==> src/rtl/vram_brush_painter_pkg.sv <==
// Shared types and defaults for the VRAM brush painter.
// Holds the FSM state enum, display defaults and ILI9341 colours.
package vram_painter_pkg;

   localparam int DISPLAY_WIDTH_DEF  = 240;
   localparam int DISPLAY_HEIGHT_DEF = 320;

   typedef logic [15:0] ILI9341_color_t;

   localparam ILI9341_color_t BLACK = 16'h0000;
   localparam ILI9341_color_t WHITE = 16'hFFFF;
   localparam ILI9341_color_t RED   = 16'hF800;
   localparam ILI9341_color_t GREEN = 16'h07E0;
   localparam ILI9341_color_t BLUE  = 16'h001F;

   typedef enum logic [1:0] {
      S_CLEAR,
      S_IDLE,
      S_BRUSH
   } state_t;

endpackage

==> src/rtl/vram_brush_painter_if.sv <==
// Touch/clear request bus plus VRAM write port of the brush painter.
// slave = painter side, master = touch source / VRAM sink side.
interface vram_brush_painter_if
   import vram_painter_pkg::*;
#(
   parameter int COLOR_W = $bits(ILI9341_color_t),
   parameter int R_W     = 2,
   parameter int ADDR_W  =
      $clog2(DISPLAY_WIDTH_DEF * DISPLAY_HEIGHT_DEF)
);
   logic               touch_valid;
   logic [8:0]         touch_x;
   logic [8:0]         touch_y;
   logic [R_W-1:0]     brush_r;
   logic [COLOR_W-1:0] paint_color;
   logic               clear_req;
   logic [COLOR_W-1:0] clear_color;
   logic               vram_wr_ena;
   logic [ADDR_W-1:0]  vram_wr_addr;
   logic [COLOR_W-1:0] vram_wr_data;
   logic               busy;
   logic               clear_done;

   modport slave (
      input  touch_valid, touch_x, touch_y, brush_r,
      input  paint_color, clear_req, clear_color,
      output vram_wr_ena, vram_wr_addr, vram_wr_data,
      output busy, clear_done
   );

   modport master (
      output touch_valid, touch_x, touch_y, brush_r,
      output paint_color, clear_req, clear_color,
      input  vram_wr_ena, vram_wr_addr, vram_wr_data,
      input  busy, clear_done
   );
endinterface

==> src/rtl/vram_raster_scanner.sv <==
// Loadable nested x/y raster counter, x inner, y outer, ascending.
// Reset position is (0,0) with full-screen bounds for the boot clear.
module vram_raster_scanner
   import vram_painter_pkg::*;
#(
   parameter int CW     = 9,
   parameter int RST_X1 = DISPLAY_WIDTH_DEF - 1,
   parameter int RST_Y1 = DISPLAY_HEIGHT_DEF - 1
) (
   input  logic          clk,
   input  logic          rstb,
   input  logic          start,
   input  logic          step,
   input  logic [CW-1:0] x0,
   input  logic [CW-1:0] x1,
   input  logic [CW-1:0] y0,
   input  logic [CW-1:0] y1,
   output logic [CW-1:0] x,
   output logic [CW-1:0] y,
   output logic          last
);
   logic [CW-1:0] x_q, x_d, y_q, y_d;
   logic [CW-1:0] xl_q, xl_d, xh_q, xh_d, yh_q, yh_d;

   // load a new box on start, otherwise advance one pixel per step
   always_comb begin
      x_d  = x_q;
      y_d  = y_q;
      xl_d = xl_q;
      xh_d = xh_q;
      yh_d = yh_q;
      if (start) begin
         x_d  = x0;
         y_d  = y0;
         xl_d = x0;
         xh_d = x1;
         yh_d = y1;
      end else if (step) begin
         if (x_q == xh_q) begin
            x_d = xl_q;
            y_d = y_q + 1'b1;
         end else begin
            x_d = x_q + 1'b1;
         end
      end
   end

   // position and bound registers
   always_ff @(posedge clk or negedge rstb) begin
      if (!rstb) begin
         x_q  <= '0;
         y_q  <= '0;
         xl_q <= '0;
         xh_q <= CW'(RST_X1);
         yh_q <= CW'(RST_Y1);
      end else begin
         x_q  <= x_d;
         y_q  <= y_d;
         xl_q <= xl_d;
         xh_q <= xh_d;
         yh_q <= yh_d;
      end
   end

   assign x    = x_q;
   assign y    = y_q;
   assign last = (x_q == xh_q) && (y_q == yh_q);
endmodule

==> src/rtl/vram_brush_painter.sv <==
// Touch-to-VRAM square brush painter with full-screen clear.
// Optional VRAM_BRUSH_PAINTER_DEDUP_EN skips repeats of the last brush.
module vram_brush_painter
   import vram_painter_pkg::*;
#(
   parameter int DISPLAY_WIDTH  = DISPLAY_WIDTH_DEF,
   parameter int DISPLAY_HEIGHT = DISPLAY_HEIGHT_DEF,
   parameter int COLOR_W        = $bits(ILI9341_color_t),
   parameter int BRUSH_R_MAX    = 3
) (
   input  logic                 clk,
   input  logic                 rstb,
   input  logic                 ena,
   vram_brush_painter_if.slave  bus
);
   localparam int ADDR_W = $clog2(DISPLAY_WIDTH * DISPLAY_HEIGHT);
   localparam int R_W    = (BRUSH_R_MAX < 1) ? 1 :
                           $clog2(BRUSH_R_MAX + 1);
   localparam int CW     = 9;
   localparam int SW     = CW + 2;

   state_t             state_q, state_d;
   logic [COLOR_W-1:0] clr_col_q, clr_col_d;
   logic [COLOR_W-1:0] pnt_col_q, pnt_col_d;
   logic               pend_q, pend_d;
   logic               fin_q, fin_d;
   logic               done_q;
   logic               busy_q;
   logic               wr_ena_q, wr_ena_d;
   logic [ADDR_W-1:0]  wr_addr_q, wr_addr_d;
   logic [COLOR_W-1:0] wr_data_q, wr_data_d;

   logic               sc_start, sc_step, sc_last;
   logic [CW-1:0]      sc_x0, sc_x1, sc_y0, sc_y1;
   logic [CW-1:0]      sc_x, sc_y;
   logic [ADDR_W-1:0]  pix_addr;

   logic [R_W-1:0]       r_sat;
   logic signed [SW-1:0] tx_s, ty_s, r_s;
   logic signed [SW-1:0] bx0, bx1, by0, by1;
   logic                 in_range, dup;
   logic                 go_clear, go_brush;

   vram_raster_scanner #(
      .CW     (CW),
      .RST_X1 (DISPLAY_WIDTH - 1),
      .RST_Y1 (DISPLAY_HEIGHT - 1)
   ) u_scan (
      .clk   (clk),
      .rstb  (rstb),
      .start (sc_start),
      .step  (sc_step),
      .x0    (sc_x0),
      .x1    (sc_x1),
      .y0    (sc_y0),
      .y1    (sc_y1),
      .x     (sc_x),
      .y     (sc_y),
      .last  (sc_last)
   );

   assign pix_addr = ADDR_W'(sc_y) * ADDR_W'(DISPLAY_WIDTH)
                   + ADDR_W'(sc_x);

   assign r_sat = (bus.brush_r > R_W'(BRUSH_R_MAX)) ?
                  R_W'(BRUSH_R_MAX) : bus.brush_r;
   assign tx_s  = $signed({2'b00, bus.touch_x});
   assign ty_s  = $signed({2'b00, bus.touch_y});
   assign r_s   = $signed({{(SW-R_W){1'b0}}, r_sat});

   assign in_range = (int'(bus.touch_x) < DISPLAY_WIDTH) &&
                     (int'(bus.touch_y) < DISPLAY_HEIGHT);

   // clip the brush box to the screen in wide signed arithmetic
   always_comb begin
      bx0 = tx_s - r_s;
      bx1 = tx_s + r_s;
      by0 = ty_s - r_s;
      by1 = ty_s + r_s;
      if (bx0 < 0) bx0 = '0;
      if (by0 < 0) by0 = '0;
      if (bx1 > SW'(DISPLAY_WIDTH - 1))
         bx1 = SW'(DISPLAY_WIDTH - 1);
      if (by1 > SW'(DISPLAY_HEIGHT - 1))
         by1 = SW'(DISPLAY_HEIGHT - 1);
   end

   assign go_clear = (state_q == S_IDLE) && ena &&
                     (pend_q || bus.clear_req);
   assign go_brush = (state_q == S_IDLE) && ena && !go_clear &&
                     bus.touch_valid && in_range && !dup;

`ifdef VRAM_BRUSH_PAINTER_DEDUP_EN
   logic               last_vld_q;
   logic [CW-1:0]      last_x_q, last_y_q;
   logic [R_W-1:0]     last_r_q;
   logic [COLOR_W-1:0] last_c_q;

   assign dup = last_vld_q &&
                (last_x_q == bus.touch_x) &&
                (last_y_q == bus.touch_y) &&
                (last_r_q == r_sat) &&
                (last_c_q == bus.paint_color);

   // remember the last painted brush; any clear forgets it
   always_ff @(posedge clk or negedge rstb) begin
      if (!rstb) begin
         last_vld_q <= 1'b0;
         last_x_q   <= '0;
         last_y_q   <= '0;
         last_r_q   <= '0;
         last_c_q   <= '0;
      end else if (go_clear) begin
         last_vld_q <= 1'b0;
      end else if (go_brush) begin
         last_vld_q <= 1'b1;
         last_x_q   <= bus.touch_x;
         last_y_q   <= bus.touch_y;
         last_r_q   <= r_sat;
         last_c_q   <= bus.paint_color;
      end
   end
`else
   assign dup = 1'b0;
`endif

   // next state, scanner control and registered write port
   always_comb begin
      state_d   = state_q;
      clr_col_d = clr_col_q;
      pnt_col_d = pnt_col_q;
      pend_d    = pend_q;
      fin_d     = 1'b0;
      wr_ena_d  = 1'b0;
      wr_addr_d = wr_addr_q;
      wr_data_d = wr_data_q;
      sc_start  = 1'b0;
      sc_step   = 1'b0;
      sc_x0     = '0;
      sc_x1     = CW'(DISPLAY_WIDTH - 1);
      sc_y0     = '0;
      sc_y1     = CW'(DISPLAY_HEIGHT - 1);
      unique case (state_q)
         S_CLEAR: begin
            if (ena) begin
               wr_ena_d  = 1'b1;
               wr_addr_d = pix_addr;
               wr_data_d = clr_col_q;
               sc_step   = 1'b1;
               if (sc_last) begin
                  state_d = S_IDLE;
                  fin_d   = 1'b1;
               end
            end
         end
         S_IDLE: begin
            if (bus.clear_req) pend_d = 1'b1;
            if (go_clear) begin
               state_d   = S_CLEAR;
               pend_d    = 1'b0;
               clr_col_d = bus.clear_color;
               sc_start  = 1'b1;
            end else if (go_brush) begin
               state_d   = S_BRUSH;
               pnt_col_d = bus.paint_color;
               sc_start  = 1'b1;
               sc_x0     = bx0[CW-1:0];
               sc_x1     = bx1[CW-1:0];
               sc_y0     = by0[CW-1:0];
               sc_y1     = by1[CW-1:0];
            end
         end
         S_BRUSH: begin
            if (bus.clear_req) pend_d = 1'b1;
            if (ena) begin
               wr_ena_d  = 1'b1;
               wr_addr_d = pix_addr;
               wr_data_d = pnt_col_q;
               sc_step   = 1'b1;
               if (sc_last) state_d = S_IDLE;
            end
         end
         default: state_d = S_IDLE;
      endcase
   end

   // state and output registers; reset starts a black clear
   always_ff @(posedge clk or negedge rstb) begin
      if (!rstb) begin
         state_q   <= S_CLEAR;
         clr_col_q <= COLOR_W'(BLACK);
         pnt_col_q <= '0;
         pend_q    <= 1'b0;
         fin_q     <= 1'b0;
         done_q    <= 1'b0;
         busy_q    <= 1'b0;
         wr_ena_q  <= 1'b0;
         wr_addr_q <= '0;
         wr_data_q <= '0;
      end else begin
         state_q   <= state_d;
         clr_col_q <= clr_col_d;
         pnt_col_q <= pnt_col_d;
         pend_q    <= pend_d;
         fin_q     <= fin_d;
         done_q    <= fin_q;
         busy_q    <= (state_d != S_IDLE);
         wr_ena_q  <= wr_ena_d;
         wr_addr_q <= wr_addr_d;
         wr_data_q <= wr_data_d;
      end
   end

   assign bus.vram_wr_ena  = wr_ena_q;
   assign bus.vram_wr_addr = wr_addr_q;
   assign bus.vram_wr_data = wr_data_q;
   assign bus.busy         = busy_q;
   assign bus.clear_done   = done_q;
endmodule

==> src/flat_wrapper.sv <==
// flat-port wrapper written by rule: the top's interface ports become plain ports
module vram_brush_painter_flat import vram_painter_pkg::*;
#(
   parameter int DISPLAY_WIDTH  = DISPLAY_WIDTH_DEF,
   parameter int DISPLAY_HEIGHT = DISPLAY_HEIGHT_DEF,
   parameter int COLOR_W        = $bits(ILI9341_color_t),
   parameter int BRUSH_R_MAX    = 3
)
  (clk, rstb, ena, bus_touch_valid, bus_touch_x, bus_touch_y, bus_brush_r, bus_paint_color, bus_clear_req, bus_clear_color, bus_vram_wr_ena, bus_vram_wr_addr, bus_vram_wr_data, bus_busy, bus_clear_done);
  vram_brush_painter_if #(.COLOR_W(COLOR_W), .R_W(2), .ADDR_W(17)) bus_i ();
  input  logic clk;
  input  logic rstb;
  input  logic ena;
  input wire logic [$bits(bus_i.touch_valid)-1:0] bus_touch_valid;
  input wire logic [$bits(bus_i.touch_x)-1:0] bus_touch_x;
  input wire logic [$bits(bus_i.touch_y)-1:0] bus_touch_y;
  input wire logic [$bits(bus_i.brush_r)-1:0] bus_brush_r;
  input wire logic [$bits(bus_i.paint_color)-1:0] bus_paint_color;
  input wire logic [$bits(bus_i.clear_req)-1:0] bus_clear_req;
  input wire logic [$bits(bus_i.clear_color)-1:0] bus_clear_color;
  output wire logic [$bits(bus_i.vram_wr_ena)-1:0] bus_vram_wr_ena;
  output wire logic [$bits(bus_i.vram_wr_addr)-1:0] bus_vram_wr_addr;
  output wire logic [$bits(bus_i.vram_wr_data)-1:0] bus_vram_wr_data;
  output wire logic [$bits(bus_i.busy)-1:0] bus_busy;
  output wire logic [$bits(bus_i.clear_done)-1:0] bus_clear_done;
  assign bus_i.touch_valid = bus_touch_valid;
  assign bus_i.touch_x = bus_touch_x;
  assign bus_i.touch_y = bus_touch_y;
  assign bus_i.brush_r = bus_brush_r;
  assign bus_i.paint_color = bus_paint_color;
  assign bus_i.clear_req = bus_clear_req;
  assign bus_i.clear_color = bus_clear_color;
  assign bus_vram_wr_ena = bus_i.vram_wr_ena;
  assign bus_vram_wr_addr = bus_i.vram_wr_addr;
  assign bus_vram_wr_data = bus_i.vram_wr_data;
  assign bus_busy = bus_i.busy;
  assign bus_clear_done = bus_i.clear_done;
  vram_brush_painter #(.DISPLAY_WIDTH(DISPLAY_WIDTH), .DISPLAY_HEIGHT(DISPLAY_HEIGHT), .COLOR_W(COLOR_W), .BRUSH_R_MAX(BRUSH_R_MAX)) u_core (.clk(clk), .rstb(rstb), .ena(ena), .bus(bus_i));
endmodule
==> config.mk <==
export PLATFORM = sky130hd
export DESIGN_NAME = vram_brush_painter_flat
export DESIGN_NICKNAME = d
export VERILOG_FILES = /design/src/rtl/vram_brush_painter_pkg.sv /design/src/rtl/vram_brush_painter_if.sv /design/src/rtl/vram_raster_scanner.sv /design/src/rtl/vram_brush_painter.sv /design/src/flat_wrapper.sv
export SDC_FILE = /design/constraint.sdc
export NUM_CORES = 1
export LEC_CHECK = 0
export CAP_MARGIN = 5
export CORE_MARGIN = 3
export CORE_UTILIZATION = 56
export CTS_CLUSTER_DIAMETER = 100
export DETAILED_ROUTE_END_ITERATION = 8
export PLACE_DENSITY_LB_ADDON = 0.05
export REMOVE_ABC_BUFFERS = 1
export SKIP_LAST_GASP = 1
export SLEW_MARGIN = 30
export SYNTH_ARGS = -nofsm -noshare
export SYNTH_HDL_FRONTEND = slang
export SYNTH_SLANG_ARGS = --single-unit
==> constraint.sdc <==
create_clock -name clk -period 12.1 [get_ports clk]
set_input_delay 1.815 -clock clk [delete_from_list [all_inputs] [get_ports clk]]
set_output_delay 1.815 -clock clk [all_outputs]
set_load 0.02 [all_outputs]
Word level (Yosys, flattened, before mapping)
Index checks and enable logic that the tools add are counted.
W data, S select, Z words.

storage, ports and cells
  register bits after elaboration = 117
  bits of input ports = 57
  output and inout port bits = 36

operators by class
  add/subtract/negate cells = 7
  $mul = 1
  $lt $le $gt $ge = 7
  equal/unequal tests = 7
  muxes and demuxes = 42
  bitwise logic cells = 1
  reduce and logical (&&, ||, !) cells = 20

operator list
  operator                count
  $mux W9                 22
  $mux W16                2
  $pmux W16 S2            1
  $add A9 B2 Y10          2
  $lt A10 B1 Y1 const B   2
  $sub A9 B2 Y10          2
  $add A9 B1 Y9 const B   2
  $eq A9 B9 Y1            2
  $add A17 B9 Y17         1
  $mul A9 B4 Y13 const B  1
  $gt A10 B8 Y1 const B   1
  $gt A10 B9 Y1 const B   1
  $mux W1                 10
  $mux W2                 5
  $lt A9 B8 Y1 const B    1
  $lt A9 B9 Y1 const B    1
  $reduce_bool A2 Y1      4
  $logic_and A1 B1 Y1     7
  $reduce_and A2 Y1       3
  $reduce_and A3 Y1       2
  $ne A2 B2 Y1 const B    2
  $pmux W2 S2             1
  $eq A2 B1 Y1 const B    1
  $eq A2 B2 Y1 const B    1
  other kinds (8)         8

Depth between registers and ports, before layout
Gate-level depths: netlist (run 1).

  depth after elaboration = 12
  gate-level depth with buffers = 13
  mapped depth without buffers = 13

By module
From an unflattened synthesis (run 1), not the netlist that was laid out.

second synthesis, totals
  cell total of the unflattened synthesis = 782
  area total of the unflattened synthesis = 7636.1 µm²

modules (own cells, without submodules)
  module               instances  cells an instance  area an instance (µm²)
  vram_brush_painter   1          576                5198.7
  vram_raster_scanner  1          206                2437.3

Worst setup path after synthesis (run 1)
No wires, ideal clock.

  path type = register -> register
  from = register u_core.u_scan.y_q[3], in the netlist u_core.u_scan.y[3]
  to = register u_core.wr_addr_q[16], in the netlist u_core.bus.vram_wr_addr[16]
  library setup time = 0.082 ns
  arrival = 3.760 ns
  required time = 12.018 ns
  slack = 8.258 ns
  stages on the path, launching flop included = 13
  path buffers = 0
  clock period less this slack = 3.842 ns
  cells stage by stage = dfrtp_1 -> inv_1 -> fa_1 -> fa_1 -> inv_1 -> ha_1 -> o21ai_0 -> nor2_1 -> or4_4 -> a32oi_2 -> nand4_2 -> or4_1 -> a31oi_1

on the way
  word-level cells in the longest chain between the ends = 2

ends and longest elaborated chain
  item                      RTL line                   RTL
  start: declaration        vram_raster_scanner.sv:22  logic [CW-1:0] x_q, x_d, y_q, y_d;
  start signal: assignment  vram_raster_scanner.sv:58  y_q <= y_d;
  $mul A9 B4 Y13            vram_brush_painter.sv:62   assign pix_addr = ADDR_W'(sc_y) * ADDR_W'(DISPLAY_WIDTH)
  $add A17 B9 Y17           vram_brush_painter.sv:63   + ADDR_W'(sc_x);
  end signal: assignment    vram_brush_painter.sv:209  wr_addr_q <= wr_addr_d;
  end: declaration          vram_brush_painter.sv:30   logic [ADDR_W-1:0] wr_addr_q, wr_addr_d;

Every way passes these cells.
A chain may end at the register's enable or synchronous reset.

Worst setup path after layout (run 1)
  from = input bus_touch_y[7]
  to = register u_core.u_scan.y_q[5], in the netlist u_core.u_scan.y[5]

on the way
  word-level cells in the longest chain between the ends = 8
  elaborated cells on any way between the ends = 16
  those cells by class = add/sub: 1; order compare: 2; mux: 8; reduce/logical: 5

ends and longest elaborated chain
  item                                                                    RTL line            RTL
  start: declaration                                                      flat_wrapper.sv:16  input wire logic [$bits(bus_i.touch_y)-1:0] bus_touch_y;
  parallel branches: the longest is 8 deep, another holds $sub A9 B2 Y10  n/a

Several ways; the timed one is not identified.

==> run metrics, run 1 <==
Die H 120 um; average wire per standard cell 17.0 um; clk_skew 0.0123 ns; Reg2Reg Capture Point u_core.bus.vram_wr_addr[16]; H-Tree Level Count 4; DR iter-0 viols 468; Post-CTS Hold Buffers 0; Hold Crit Depth 0; final setup fails 0; fmax 0.212 GHz; Skew-Pair Late Insertion Delay 0.42 ns; status complete, no violations; critical path fanouts, max 19; CP Data Arrival Time 5.02 ns; Setup TNS Final 0 ns; CP cell instances clkdlybuf4s50_1, o21ai_1, o21ai_1, or4_1, and2_1, o21ai_1, o21ai_0, a22o_1; area grow syn2layout 21.8%; sequential fraction of the synthesis area 40.3%; Lkg Pwr 4.07 nW; residual DRC count 0; ys flop type dfrtp_1; Final ANT Viol Nets 0; first-pass GRT wire length 29,500 um; CP dominant cell by count o21ai_1; clock slew at reported path FFs 0.06 ns; period utilisation layout 39.0%; vias post-DR 5,924; Setup crit end kind register; total power 2.65 mW; # diodes 0; FF+latch count, synth 117; largest net degree at the start of global routing 86; hold path endpoint u_core.bus.clear_done; Initial Utilization 57.7%; slowest cell on the critical path o21ai_1; fin. max-slew vios 0; Clock Sinks 117; Least-Margin Pin Slew 0.943 ns; ys async rst share 100%; reg-to-reg startpoint u_core.u_scan.y[3]; Worst Reg-to-Reg Cells 12; critical hold path startpoint u_core.fin_q; kind of cell adding the most delay to the critical path compound AO/OA/AOI/OAI gates; r2r setup slk 7.87 ns; total congestion overflow 0; Die ar. 14,500 sq um; HPWL Detailed 12,400 um; Final nets 972; Synthesis Warnings 0; GRT Util Overall 25.6%; maximum vdd drop 0.216 mV; final hold vios 0; antenna violations before repair 0; Gate Count Post-Synth 779; Max-slew headroom 36.7%; min Tclk post-route 4.72 ns; DRT Pass-1 Iters 6; Hold Crit Class register to register; chip width 120 um; vias per cell 5.70; CTS tree yes; Worst path max stage delay 0.65 ns; GPL Wtd Cong 0.886; RSZ-0062 raised after global routing no; CTS root buf clkbuf_16; vias in the first global route 6,084; IO Pins 93; Max Cap Violations 0; syn_area_per_cell 9.39 sq um; Yosys cell types 62; Post-synth EDFFs 0; deepest clock path buffer count 2; CTS buffer count 17; Critical Path RT 12.40 ns; Synth Cell Area 7310 sq um; PostCTS Resize Cnt 0; CORE AREA 12,700 sq um; # Post-CTS Setup Buffers 0; CP bufs+invs 1; Pwr Density 297 nW/um^2; layout cells sized above 1 9.45%; CP Class primary input to register; I/O Buffers 92; Worst Setup Start Kind primary input; row count 41; drt total wl 17,700 um
-- through the flow --
stage          area (sq um)  std cells  hold slack (ns)  worst slack [ns]  util [%]
6_report               8910       1040            0.353              7.38      70.3
5_1_grt                8910       1040            0.366              7.24      70.3
4_1_cts                8910       1040            0.359              7.49      70.3
3_5_place_dp           8340       1008            0.346              7.07      65.8
3_3_place_gp           8330       1008            0.338              6.84      65.7
2_1_floorplan          7130        738            0.331              7.69         -
-- cell families (layout without fill, tap and decap cells) --
| kind of cell | Yosys count | after routing | share of synthesized area [%] |
|---|---|---|---|
| buffers and inverters | 93 | 182 | 5.10 |
| and+or+nand+nor | 244 | 244 | 14.5 |
| AOI/OAI and AO/OA | 165 | 165 | 14.8 |
| xor gates and xnor gates | 64 | 64 | 7.77 |
| adders and majority gates | 60 | 60 | 12.3 |
| DFF | 117 | 117 | 40.3 |
| muxes | 36 | 36 | 5.20 |
-- final cells by class --
class / count / area, sq um
timing repair buffer: 98 / 967
tap: 172 / 215
inverter: 52 / 195
multi-input combinational: 569 / 4020
clock inverter: 13 / 124
fill: 966 / 3760
clock buffer: 19 / 443
sequential: 117 / 2950
-- sequential cells by signal, summed over array words and instances (netlist names), 2 cells and up --
name                     flops
u_core.bus.vram_wr_addr     17
u_core.bus.vram_wr_data     16
u_core.clr_col_q            16
u_core.pnt_col_q            16
u_core.state_q               2
u_core.u_scan.x              9
u_core.u_scan.xh_q           9
u_core.u_scan.xl_q           9
u_core.u_scan.y              9
u_core.u_scan.yh_q           9
-- worst reg2reg max path, cell delays in order (launching register included) --
cell     delay (ns)
dfrtp_1        0.45
inv_1          0.28
fa_1           0.50
fa_1           0.53
inv_1          0.04
ha_1           0.34
o21ai_0        0.24
nor2_1         0.09
or4_4          0.49
a32oi_2        0.28
nand4_2        0.17
or4_1          0.53
a31oi_1        0.20
-- per-layer routing --
metal | track usage [%] | share of wire [%] | up-vias | routed length [um]
met1 | 33.2 | 42 | 2888 | 7490
met3 | 5.66 | 6.2 | 43 | 1100
met5 | 0 | 0 | - | 0
li1 | - | - | 2789 | -
met4 | 9.21 | 2.3 | 0 | 403
met2 | 42.4 | 49 | 204 | 8720
-- how the worst max path moves through the flow --
stage               slack [ns]            endpoint            from  cells after the start
finish                    7.38  u_core.u_scan.y[5]  bus_touch_y[7]                      8
global route              7.24  u_core.u_scan.y[6]  bus_touch_y[7]                      8
CTS                       7.49  u_core.u_scan.y[0]  bus_touch_y[7]                      8
detailed placement        7.07  u_core.u_scan.y[0]  bus_touch_y[7]                      8
global placement          6.84  u_core.u_scan.y[6]             ena                      6
floorplan                 7.69  u_core.u_scan.x[3]             ena                      4
-- synth_stat cells, types with 8 or more instances --
cell        n  share of area, %
mux2_2     16               2.5
xor2_1     34               4.1
fa_1       20               5.5
nand3_1    10              0.68
mux2i_1    20               2.7
inv_1      50               2.6
o22a_1      9               1.1
clkbuf_1   31               1.6
o31ai_1     8              0.82
nor2_1     45               2.3
xnor2_1    29               3.5
dfrtp_1   103                35
o21ai_0    34               2.3
ha_1       40               6.8
nand2_1   139               7.1
dfstp_2    14               5.0
o21ai_1    17               1.2
nor3_1     10              0.68
a21oi_1    33               2.3
a21o_1     19               2.0
-- cells in the final DEF (no fill, tap or decap), types with 29 or more instances in the layout --
cell and instances:
nand2_1 138, dfrtp_1 103, clkdlybuf4s50_1 91, inv_1 50, nor2_1 45, ha_1 40, xor2_1 34, o21ai_0 34
a21oi_1 33, xnor2_1 29
-- power by group --
part	internal [mW]	switching [mW]	leakage, nW
registers	0.546	0.121	1.46
logic	0.660	0.842	2.36
clock network	0.289	0.189	0.259
No activity file was read; power rests on OpenSTA's default activity.
==> run 2: changes to the inputs <==
clock period = 4.45 ns   (was 12.1 ns; I/O delays follow)
==> run metrics, run 2 (synthesis gave the netlist of run 1 again) <==
status complete, no violations; final setup fails 0 (unchanged); critical path fanouts, max 5 (-14); Worst Setup Start Kind register; Max Cap Violations 0 (unchanged); row count 41 (unchanged); # diodes 0 (unchanged); total power 7.24 mW (+170%); Largest register FFs 17 (unchanged); Max-slew headroom 37.5% (+0.77 points); Final ANT Viol Nets 0 (unchanged); fmax 0.240 GHz; Worst Reg-to-Reg Cells 12 (unchanged); maximum vdd drop 0.541 mV (+150%); CTS tree yes; HPWL Detailed 12,300 um (-1.5%); layout cells sized above 1 9.53% (+0.082 points); vias per cell 5.57 (-2.2%); total congestion overflow 0 (unchanged); Setup TNS Final 0 ns (unchanged); clock slew at reported path FFs 0.05 ns (about the same); antenna violations before repair 0 (unchanged); CTS root buf clkbuf_16; fin. max-slew vios 0 (unchanged); Hold Slack 0.273 ns (-0.0802 ns); reg-to-reg startpoint u_core.u_scan.y[3]; Critical Path RT 4.78 ns (-7.62 ns); most common cell after layout, fill and taps aside nand2_1; clk_skew 0.00865 ns (-0.00367 ns); Skew-Pair Late Insertion Delay 0.41 ns (about the same); first-pass GRT wire length 29,200 um (-1.0%); r2r setup slk 0.29 ns (-7.58 ns); vias post-DR 5,813 (-1.9%); RSZ-0062 raised after global routing no; Initial Utilization 57.7% (unchanged); GRT Util Overall 25.3% (-0.32 points); final hold vios 0 (unchanged); min Tclk post-route 4.16 ns; Reg2Reg Capture Point u_core.bus.vram_wr_addr[16]; GPL Wtd Cong 0.907 (+2.4%); CP Data Arrival Time 4.49 ns (-0.53 ns); Post-CTS Hold Buffers 0 (unchanged); Die ar. 14,500 sq um (unchanged); # Post-CTS Setup Buffers 0 (unchanged); Setup crit end kind register; IO Pins 93 (unchanged); Final nets 977 (+0.51%); period utilisation layout 93.6%; CP Class register to register; H-Tree Level Count 4 (unchanged); DRT Pass-1 Iters 5 (-1); I/O Buffers 92 (unchanged); deepest clock path buffer count 2 (unchanged); drt total wl 17,200 um (-3.0%); largest net degree at the start of global routing 49 (-43%); most frequent cells in the layout nand2_1 (139), dfrtp_1 (103), clkdlybuf4s50_1 (91), inv_1 (50), nor2_1 (45); crit path from u_core.u_scan.y[3]; average wire per standard cell 16.5 um (-3.2%); Pwr Density 808 nW/um^2 (+170%); chip width 120 um (unchanged); Non-Filler Cell Area, Final 8960 sq um (+0.58%); end point of the critical path u_core.bus.vram_wr_addr[16]; Clock Sinks 117 (unchanged); CTS buffer count 17 (unchanged); Fillers 994 (+2.9%); Least-Margin Pin Slew 0.935 ns (-0.00876 ns); Lkg Pwr 4.13 nW (+1.4%); PostCTS Resize Cnt 0 (unchanged); dpl cell area 8370 sq um (+0.32%); Hold Crit Class primary input to asynchronous set/reset pin; area grow syn2layout 22.5%; DR iter-0 viols 445 (-4.9%); residual DRC count 0 (unchanged); Die H 120 um (unchanged); CORE AREA 12,700 sq um (unchanged); vias in the first global route 6,036 (-0.79%)
run 2: layout make-up:
cell class / instances / area (sq um) / area share [%]
Timing Repair Buffer: 103 / 1000 / 11.2
Tap cell: 172 / 215 / 2.40
Clock inverter: 9 / 128 / 1.42
Sequential cell: 117 / 2950 / 32.9
Clock buffer: 21 / 460 / 5.14
Multi-Input combinational cell: 569 / 4020 / 44.8
Inverter: 52 / 195 / 2.18
run 2: worst min path at each step:
stage / start / depth (start not counted) / slack [ns] / end
4_1_cts: rstb / 1 / 0.28 / u_core.u_scan.yh_q[7]
3_5_place_dp: u_core.fin_q / 0 / 0.34 / u_core.bus.clear_done
6_report: rstb / 1 / 0.27 / u_core.u_scan.yh_q[6]
5_1_grt: rstb / 1 / 0.31 / u_core.u_scan.yh_q[6]
3_3_place_gp: u_core.fin_q / 0 / 0.34 / u_core.bus.clear_done
2_1_floorplan: u_core.fin_q / 0 / 0.33 / u_core.bus.clear_done
run 2: critical path, cell delays in order, from the launching register on:
cell and delay [ns]:
dfrtp_1 0.43, inv_1 0.24, fa_1 0.48, fa_1 0.51
inv_1 0.04, ha_1 0.35, o21ai_0 0.27, nor2_1 0.11
or4_4 0.49, a32oi_2 0.28, nand4_2 0.17, or4_1 0.51
a31oi_1 0.18
run 2: power breakdown:
group          switching [mW]  internal (mW)
Combinational            2.27           1.79
Clock                   0.461          0.901
Sequential              0.324           1.49
run 2: metrics by stage:
step,util [%],worst slack (ns),std cells
final,70.7,0.286,1043
after global routing,70.7,0.0584,1043
after CTS,70.7,0.262,1043
after detailed placement,66.0,0.255,1013
after global placement,66.0,0.457,1013
after floorplan,-,0.212,738
run 2: metal layers:
| layer | GRT usage (%) | wire (um) | vias to the layer above |
|---|---|---|---|
| met5 | 0 | 0 | - |
| met4 | 7.37 | 223 | 0 |
| met3 | 5.24 | 804 | 22 |
| met2 | 42.1 | 8610 | 130 |
| met1 | 33.6 | 7550 | 2870 |
| li1 | - | - | 2791 |
==> run 3: changes to the inputs <==
ABC_AREA = 1   (was not set)
==> run metrics, run 3 <==
setup ws final 0.813 ns (+0.527 ns); kind of cell adding the most delay to the critical path adder cells; vias in the first global route 6,248 (+3.5%); CP Data Arrival Time 3.94 ns (-0.55 ns); first-pass GRT wire length 29,300 um (+0.45%); Critical Path RT 4.76 ns (-0.02 ns); drt total wl 17,200 um (-0.16%); total power 3.73 mW (-48%); IO Pins 93 (unchanged); GRT Util Overall 24.7% (-0.58 points); Post-synth EDFFs 0 (unchanged); Skew-Pair Late Insertion Delay 0.42 ns (about the same); ys async rst share 100% (unchanged); CP Class register to register; Final nets 1,189 (+22%); CP bufs+invs 3 (+1); Pwr Density 405 nW/um^2 (-50%); final setup fails 0 (unchanged); DR iter-0 viols 434 (-2.5%); clk_skew 0.0109 ns (+0.00230 ns); Synth Cell Area 7540 sq um (+3.1%); final hold vios 0 (unchanged); CTS tree yes; CTS buffer count 17 (unchanged); residual DRC count 0 (unchanged); GPL Wtd Cong 0.882 (-2.8%); ys flop type dfrtp_1; mux contribution to synthesized area 0% (-5.2 points); Max-slew headroom 46.9% (+9.4 points); chip width 122 um (+1.5%); Final ANT Viol Nets 0 (unchanged); clock slew at reported path FFs 0.06 ns (about the same); Gate Count Post-Synth 980 (+26%); maximum vdd drop 0.264 mV (-51%); row count 41 (unchanged); layout cells sized above 1 6.64% (-2.9 points); syn_area_per_cell 7.70 sq um (-18%); Final Util 71.4% (+0.71 points); Worst Setup Start Kind register; Largest register FFs 17 (unchanged); compound-gate portion of the synthesized area 11.0% (-3.8 points); Synthesis Warnings 0 (unchanged); largest net degree at the start of global routing 49 (unchanged); most common cell in the netlist nand2_1; adder-cell area share of the yosys netlist 11.9% (-0.38 points); PostCTS Resize Cnt 0 (unchanged); CTS root buf clkbuf_16; synth cell count leaders nand2_1 (277), inv_1 (148), dfrtp_1 (103); CP cell instances inv_1, fa_1, fa_1, inv_1, ha_1, xnor2_1, ha_1, nand2_1, inv_1, nand4_1, o211ai_1, nand3_1, nor2_1, nand4_1, nand3_1, nand2_1; Yosys cell types 39 (-37%); vias per cell 5.15 (-7.5%); DRT Pass-1 Iters 4 (-1); H-Tree Level Count 4 (unchanged); deepest clock path buffer count 2 (unchanged); CP dominant cell by count inv_1; I/O Buffers 92 (unchanged); xor and xnor area share after synthesis 5.11% (-2.7 points); largest area contributor in the netlist dfrtp_1; Max Cap Violations 0 (unchanged); Fillers 1,042 (+4.8%); Least-Margin Pin Slew 0.792 ns (-0.143 ns); Hold Crit Class primary input to asynchronous set/reset pin; largest family of logic cells by synthesized area simple AND/OR/NAND/NOR gates; area grow syn2layout 21.9%; Die H 122 um (+1.5%); Setup crit end kind register; most common cell after layout, fill and taps aside nand2_1; FF+latch count, synth 117 (unchanged); # Post-CTS Setup Buffers 0 (unchanged); Clock Sinks 117 (unchanged); share of the synthesized area in the top cell type 34.2% (-1.1 points); average wire per standard cell 13.7 um (-17%); Placement Setup Slack 0.816 ns (+0.561 ns); vias post-DR 6,479 (+11%); HPWL Detailed 12,500 um (+2.2%); Post-CTS Hold Buffers 0 (unchanged); # diodes 0 (unchanged); Hold Slack 0.272 ns (-0.000912 ns); fin. max-slew vios 0 (unchanged); Initial Utilization 58.6% (+0.87 points); critical path fanouts, max 7 (+2); sequential fraction of the synthesis area 39.1% (-1.2 points); Lkg Pwr 4.61 nW (+12%); Die ar. 14,900 sq um (+3.0%); period utilisation layout 81.7% (-12 points); fmax 0.275 GHz (+14%); antenna violations before repair 0 (unchanged); ranking of synthesized cells by area dfrtp_1 (34%), nand2_1 (14%), inv_1 (7.4%); CORE AREA 12,900 sq um (+1.6%); most frequent cells in the layout nand2_1 (277), inv_1 (147), dfrtp_1 (103), clkdlybuf4s50_1 (91), o21ai_0 (83); status complete, no violations; slowest cell on the critical path fa_1; Post-Synth Simple-Gate Area 23.7% (+9.2 points); Setup TNS Final 0 ns (unchanged); RSZ-0062 raised after global routing no; Worst path max stage delay 0.51 ns (about the same); min Tclk post-route 3.64 ns (-0.527 ns); total congestion overflow 0 (unchanged)
## run 3: cell families after synthesis
group	Yosys count
DFF	117
buffers and inverters	177
AOI/OAI and AO/OA	155
xor gates and xnor gates	44
adders and majority gates	60
and+or+nand+nor	427
## run 3: area by class of cell
type                    count  area [sq um]  area share (%)
clock buffers              18           439            4.78
well taps                 172           215            2.34
repair buffers             99           971            10.6
flip-flops and latches    117          2950            32.0
clock inverters            14           151            1.65
multi-input cells         686          3910            42.5
inverters                 151           569            6.19
## run 3: metrics by stage
stage | cells | cell area, sq um
after global routing | 1257 | 9200
after floorplan | 954 | 7420
after global placement | 1225 | 8610
after detailed placement | 1225 | 8610
final | 1257 | 9200
after CTS | 1257 | 9200
## run 3: report_power, final
part	internal (mW)	switching, mW
sequential	1.17	0.115
clock	0.843	0.511
combinational	0.477	0.610
## run 3: per-layer routing
| metal | up-vias | track usage (%) | wire length [um] |
|---|---|---|---|
| li1 | 3272 | - | - |
| met1 | 3018 | 34.3 | 8150 |
| met2 | 167 | 39.6 | 7850 |
| met3 | 22 | 4.78 | 893 |
| met4 | 0 | 7.14 | 269 |
| met5 | - | 0 | 0 |
## run 3: final timing paths
| kind | start | endpoint | slack [ns] | cells after the start |
|---|---|---|---|---|
| max reg2reg | u_core.u_scan.y[3] | u_core.bus.vram_wr_addr[15] | 0.81 | 16 |
| max in group asynchronous | rstb | u_core.u_scan.xh_q[6] | 3.23 | 2 |
| min reg2reg | u_core.fin_q | u_core.bus.clear_done | 0.35 | 0 |
| max | u_core.u_scan.y[3] | u_core.bus.vram_wr_addr[15] | 0.81 | 16 |
| min in group clk | u_core.fin_q | u_core.bus.clear_done | 0.35 | 0 |
| min | rstb | u_core.bus.vram_wr_addr[15] | 0.27 | 1 |
